==> src/rtl/otp_rd_arbiter.sv <==
// Round-robin arbiter sharing the OTP read port between IFU and LSU; accept-to-response latency 1+WAIT_CYCLES.
// No response backpressure; a losing or blocked requester holds its request until its ready is seen.
module otp_rd_arbiter #(
    parameter int WAIT_CYCLES = 0,
    parameter int OTP_WORDS   = 51
) (
    input  logic        clk,
    input  logic        rst,
    input  logic        ifu_req_valid,
    input  logic [31:0] ifu_req_addr,
    output logic        ifu_req_ready,
    output logic        ifu_rsp_valid,
    output logic [31:0] ifu_rsp_data,
    output logic        ifu_rsp_err,
    input  logic        lsu_req_valid,
    input  logic [31:0] lsu_req_addr,
    output logic        lsu_req_ready,
    output logic        lsu_rsp_valid,
    output logic [31:0] lsu_rsp_data,
    output logic        lsu_rsp_err,
    output logic [31:0] otp_pa,
    output logic        otp_ren,
    input  logic [31:0] otp_rdata,
    output logic        busy
);

    typedef enum logic {
        S_IDLE = 1'b0,
        S_WAIT = 1'b1
    } state_t;

    localparam logic        OWN_IFU = 1'b0;
    localparam logic        OWN_LSU = 1'b1;
    localparam logic [3:0]  WAIT_LD = 4'(WAIT_CYCLES);
    localparam logic [29:0] WORDS   = 30'(OTP_WORDS);

    state_t      state_q, state_d;
    logic [3:0]  cnt_q, cnt_d;
    logic        owner_q, owner_d;
    logic        err_q, err_d;
    logic        last_grant_q, last_grant_d;

    logic        rsp_cyc;
    logic        in_win;
    logic        grant_lsu;
    logic        accept;
    logic        addr_ok;
    logic [31:0] sel_addr;

    always_ff @(posedge clk or posedge rst) begin
        if (rst) begin
            state_q      <= S_IDLE;
            cnt_q        <= 4'd0;
            owner_q      <= OWN_IFU;
            err_q        <= 1'b0;
            last_grant_q <= OWN_LSU;
        end else begin
            state_q      <= state_d;
            cnt_q        <= cnt_d;
            owner_q      <= owner_d;
            err_q        <= err_d;
            last_grant_q <= last_grant_d;
        end
    end

    always_comb begin
        state_d      = state_q;
        cnt_d        = cnt_q;
        owner_d      = owner_q;
        err_d        = err_q;
        last_grant_d = last_grant_q;

        rsp_cyc = (state_q == S_WAIT) && (cnt_q == 4'd0);
        // The response cycle doubles as an acceptance slot for full throughput.
        // Ready is combinational from valid, so it must be masked while reset is held.
        in_win  = !rst && ((state_q == S_IDLE) || (cnt_q == 4'd0));

        if (ifu_req_valid && lsu_req_valid) begin
            grant_lsu = (last_grant_q == OWN_IFU);
        end else begin
            grant_lsu = lsu_req_valid;
        end

        accept   = in_win && (ifu_req_valid || lsu_req_valid);
        sel_addr = grant_lsu ? lsu_req_addr : ifu_req_addr;
        addr_ok  = (sel_addr[1:0] == 2'b00) && (sel_addr[31:2] < WORDS);

        if (accept) begin
            state_d      = S_WAIT;
            cnt_d        = WAIT_LD;
            owner_d      = grant_lsu;
            err_d        = !addr_ok;
            last_grant_d = grant_lsu;
        end else if (rsp_cyc) begin
            state_d = S_IDLE;
        end else if (state_q == S_WAIT) begin
            cnt_d = cnt_q - 4'd1;
        end

        ifu_req_ready = accept && !grant_lsu;
        lsu_req_ready = accept && grant_lsu;

        // Bad addresses still take a slot but never reach the array.
        otp_ren = accept && addr_ok;
        otp_pa  = otp_ren ? sel_addr : 32'h0;

        ifu_rsp_valid = rsp_cyc && (owner_q == OWN_IFU);
        lsu_rsp_valid = rsp_cyc && (owner_q == OWN_LSU);
        ifu_rsp_err   = ifu_rsp_valid && err_q;
        lsu_rsp_err   = lsu_rsp_valid && err_q;
        ifu_rsp_data  = (ifu_rsp_valid && !err_q) ? otp_rdata : 32'h0;
        lsu_rsp_data  = (lsu_rsp_valid && !err_q) ? otp_rdata : 32'h0;

        busy = (state_q == S_WAIT);
    end

endmodule

==> config.mk <==
export PLATFORM = sky130hd
export DESIGN_NAME = otp_rd_arbiter
export DESIGN_NICKNAME = d
export VERILOG_FILES = /design/src/rtl/otp_rd_arbiter.sv
export SDC_FILE = /design/constraint.sdc
export NUM_CORES = 1
export LEC_CHECK = 0
export BUFFER_PORTS_ARGS = -buffer_cell sky130_fd_sc_hd__buf_2
export CAP_MARGIN = 20
export CORE_AREA = 4 4 77 79
export CTS_BUF_LIST = sky130_fd_sc_hd__clkbuf_4
export CTS_CLUSTER_SIZE = 8
export DETAILED_ROUTE_END_ITERATION = 16
export DIE_AREA = 0 0 81 83
export HOLD_SLACK_MARGIN = 0.1
export PLACE_DENSITY = 0.71
export SYNTH_ARGS = -nofsm -noshare
export SYNTH_HDL_FRONTEND = slang
export SYNTH_SLANG_ARGS = --single-unit
==> constraint.sdc <==
create_clock -name clk -period 2.4 [get_ports clk]
set_input_delay 0.24 -clock clk [delete_from_list [all_inputs] [get_ports clk]]
set_output_delay 0.24 -clock clk [all_outputs]
set_load 0.005 [all_outputs]
# Yosys cells after proc, flatten, opt, wreduce, memory -nomap -nowiden
# Cells that the tools add are included.
# op_classes
add_sub_neg	1
n_lt_le_gt_ge	1
n_eq_ne	1
n_mux	10
bitwise	3
n_reduce_logical	25
# ops
op	count
two-way mux 32 bit	4
less-than comparator 30 x 6 -> 1 bit (second input constant)	1
logical AND 1 bit	14
two-way mux 4 bit	3
zero test 1 bit	4
zero test 4 bit	1
nonzero test 2 bit	2
subtractor 4 x 1 -> 4 bit (second input constant)	1
two-way mux 1 bit	3
inverter 1 bit	3
zero test 2 bit	1
logical OR 1 bit	2
inequality test 2 x 1 -> 1 bit (second input constant)	1
AND reduction 2 bit	1
# word_totals
ff_bits	8
input_bits	100
out_inout_bits	104
wordCells	46

# Logic depth before layout (Yosys ltp)
# depth
word_depth	7
ltp_mapped	7
depth_no_buf	6

# Worst setup path after synthesis
# No wires, ideal clock.
# synth_timing
path_kind	flip-flop to output port
start	reg cnt_q[0]
end	out lsu_rsp_data[10]
t_arrival_ns	1.773
t_required_ns	2.160
slack_ns	0.387
path_stages_with_launch	8
n_path_buf	1
cell_sequence	dfrtp_1 -> inv_1 -> ha_1 -> nor3b_1 -> and3_1 -> nor2b_1 -> clkbuf_1 -> and2_1
# synth_via
elab_chain_len	5
# synth_rtl
item	line_no	text
start: declaration	38	logic [3:0] cnt_q, cnt_d;
start signal: assignment	59	cnt_q <= cnt_d;
zero test 4 bit	73	rsp_cyc = (state_q == S_WAIT) && (cnt_q == 4'd0);
logical AND 1 bit	73	
logical AND 1 bit	108	lsu_rsp_valid = rsp_cyc && (owner_q == OWN_LSU);
named net lsu_rsp_valid	18	output logic lsu_rsp_valid,
logical AND 1 bit	112	lsu_rsp_data = (lsu_rsp_valid && !err_q) ? otp_rdata : 32'h0;
two-way mux 32 bit	112	
end: declaration	19	output logic [31:0] lsu_rsp_data,
# The timed path passes the listed nets, and every way through them passes these cells.

# Final worst setup path
# layout_timing
start	reg cnt_q[0]
end	out otp_pa[5]
# layout_via
elab_chain_len	6
# layout_rtl
item	line_no	text
zero test 4 bit	76	in_win = !rst && ((state_q == S_IDLE) || (cnt_q == 4'd0));
logical OR 1 bit	76	
logical AND 1 bit	76	
logical AND 1 bit	84	accept = in_win && (ifu_req_valid || lsu_req_valid);
logical AND 1 bit	104	otp_ren = accept && addr_ok;
two-way mux 32 bit	105	otp_pa = otp_ren ? sel_addr : 32'h0;
end: declaration	21	output logic [31:0] otp_pa,
# Every way passes these cells.

==> results by group <==
Logic synthesis
  • Area share of the largest cell type after synthesis: 30.3%
  • Sequential share of the synthesized area: 14.8%
  • Largest area contributor in the synthesized netlist: and2_1
  • EDFF count, synth: 0
  • Synth unique cells: 39
  • Top_reg_cell synth: dfrtp_1
  • Cells after Synth: 196
  • Synth area leaders: and2_1 30%, buf_4 14%, dfrtp_1 13%
  • FF+latch count, synth: 8
  • Syn avg cell area: 6.95 um^2
  • Post-synth ARST share: 100%
  • Syn Std Cell Area: 1360 um^2
  • Yosys warning total: 0

Critical path
  • Worst path slowest cell: or3b_4
  • Cell chain of the critical path: inv_1 -> ha_1 -> or3b_4 -> nand2_2 -> nand2_4 -> a221oi_1 -> buf_2
  • Max incr delay on CP: 0.42 ns
  • CP required: 2.16 ns
  • R2R setup slack: 0.48 ns
  • Setup CP Type: flip-flop to output port
  • Critical path buffers and inverters: 2
  • Setup crit start kind: flip-flop
  • Worst Path Arrival: 2.02 ns
  • CP endpoint kind: output port
  • Critical path startpoint: cnt_q[0]
  • Worst Reg-to-Reg Cells: 6
  • Critical path's top delay family: simple AND/OR/NAND/NOR gates
  • RR Endpoint: err_q
  • Crit Path Max Fanout: 9
  • FF-to-FF Start: cnt_q[0]

Finish
  • Layout cells sized above 1: 52.9%
  • Fin nets: 476
  • Finished Layout Cells: 446
  • Fill count: 555
  • Number of diodes: 0
  • Most common cell after layout, fill and taps aside: buf_2
  • Area grow syn2layout: 71.9%
  • Design area: 2340 um^2
  • Finished Core Util: 43.8%
  • Most frequent cells in the layout: 177 x buf_2, 66 x and2_1, 26 x conb_1

STA
  • Slew Limit Fails: 0
  • Worst Skew: 0.00746 ns
  • RSZ-0062 raised after global routing: true
  • Fin Setup TNS: 0 ns
  • Final worst setup slack: 0.140 ns
  • Final setup vio count: 0
  • Worst hold margin: 0.388 ns
  • Post-route clock period utilization: 94.2%
  • Hold Vio Cnt, Final: 0
  • Period minus WS final: 2.26 ns
  • F_max: 0.442 GHz

Drt
  • Met2 wire len: 2.93 mm
  • Iteration-0 DRC Markers: 24
  • Top sig layer: met5
  • Antenna Nets Post-Route: 0
  • # DRC: 0
  • Via total after detailed routing: 1,958
  • Drt wl/cell: 13.2 um
  • Met1 Wirelength: 2.11 mm
  • DRT Pass-1 Iters: 4
  • DR vias/cell: 4.39
  • WL met3: 719 um
  • Final WL: 5.88 mm

Floorplan
  • Die Footprint: 6720 um^2
  • DIE WIDTH: 81 um
  • Die height: 83 um
  • Row cnt: 27
  • Core area: 5340 um^2
  • Io pins: 204
  • Initial core utilization: 25.5%

GRT
  • Remaining Overflow, GRT: 0
  • Initial antenna violation count: 2
  • First-pass GRT wire length: 8.35 mm
  • Number of global-route vias before repair: 1,775
  • Tot GR Track Use: 15.6%
  • Largest net degree at the start of global routing: 33

Clocking
  • H-tree level count: 1
  • Clock-pin slew on the worst setup and hold paths: 0.06 ns
  • CTS max path bufs: 2
  • Worst-Skew Late Latency: 0.27 ns
  • Inserted Clock Buffers: 3
  • Clk sinks: 8
  • CTS tree: built
  • Post-CTS Setup Bufs: 0
  • Root Buffer: clkbuf_4

Min path
  • Hold Path Stages: 3
  • HP Class: input port to flip-flop
  • Min-delay src: ifu_req_valid
  • Hold path endpoint: cnt_q[2]

Placement
  • IO buf count: 177
  • Cells after DPL: 440
  • Pre-CTS setup slack: 0.194 ns
  • Gp weighted congestion: 0.720
  • Placed Area: 2240 um^2
  • Placed wire-length estimate: 5.22 mm

Pwr
  • Worst vdd ir: 0.192 mV
  • Power Total: 0.444 mW
  • LEAKAGE: 1.43 nW
  • Pwr Density: 190 nW/um^2

Run
  • Max-cap viol count: 0

Status
  • Status: completed
-- how the worst max path moves through the flow --
stage	end	cells after the start	slack [ns]
final	otp_pa[5]	7	0.14
after global routing	ifu_rsp_data[8]	9	-0.02
after CTS	otp_pa[5]	7	0.005
after detailed placement	otp_pa[5]	7	0.19
after global placement	otp_pa[4]	7	0.28
after floorplan	lsu_rsp_data[10]	7	0.39
-- synthesized netlist by cell type (2+ instances only) --
library cell  count
nor4_1           12
nor2_1            4
a21oi_1           2
o21ai_1           3
buf_4            26
inv_1             6
or4_1             2
nand3_1           4
and2_1           66
nand4_1           2
nor3_1            2
and3_1            2
clkbuf_1          8
dfrtp_1           7
nand2_1          19
a21o_1            2
a221oi_1          6
o21ai_0           2
-- sequential cells by signal, indices dropped and copies added (netlist names) --
name,flops
busy,1
cnt_q,4
err_q,1
last_grant_q,1
owner_q,1
-- where the power goes --
part	internal [mW]	switching [mW]	total (mW)	leakage, nW
clock	0.0754	0.0534	0.129	0.0184
combinational	0.0857	0.0805	0.166	1.32
sequential	0.142	0.00728	0.149	0.0999
total	0.303	0.141	0.444	1.43
-- worst reg2reg max path, cell delays in order (launching register included) --
cell and delay (ns):
dfrtp_1 0.38, inv_1 0.10, ha_1 0.19, or3b_4 0.42, a211oi_2 0.40, nand2_1 0.10
o221a_1 0.21
-- layer usage --
layer / GRT usage, % / up-vias
li1: - / 972
met1: 16.9 / 849
met2: 28.8 / 121
met3: 3.80 / 12
met4: 4.92 / 4
met5: 0 / -
-- cell families (layout without fill, tap and decap cells) --
group | after synthesis | after routing | share of synthesized area, %
compound gates | 26 | 26 | 14.8
fa+ha+maj | 1 | 1 | 0.919
buf+inv | 41 | 194 | 18.6
flops | 8 | 8 | 14.8
other cells | 1 | 26 | 0.275
simple gates | 119 | 119 | 50.6
-- what timing repair did --
action / in CTS / in global routing
cloned: 0 / 1
resized for setup: 1 / 13
setup endpoints to repair: 6 / 71
hold buffers: 1 / 0
endpoints found under the hold margin: 7 / 0
-- area by class of cell --
class	instances	area, um^2	area share, %
clock buffers	4	30.0	1.28
inverters	6	22.5	0.963
multi-input cells	172	1040	44.6
flip-flops and latches	8	201	8.61
well taps	72	90.1	3.85
repair buffers	184	952	40.7
Note: power is estimated with default switching activity, not from simulation.
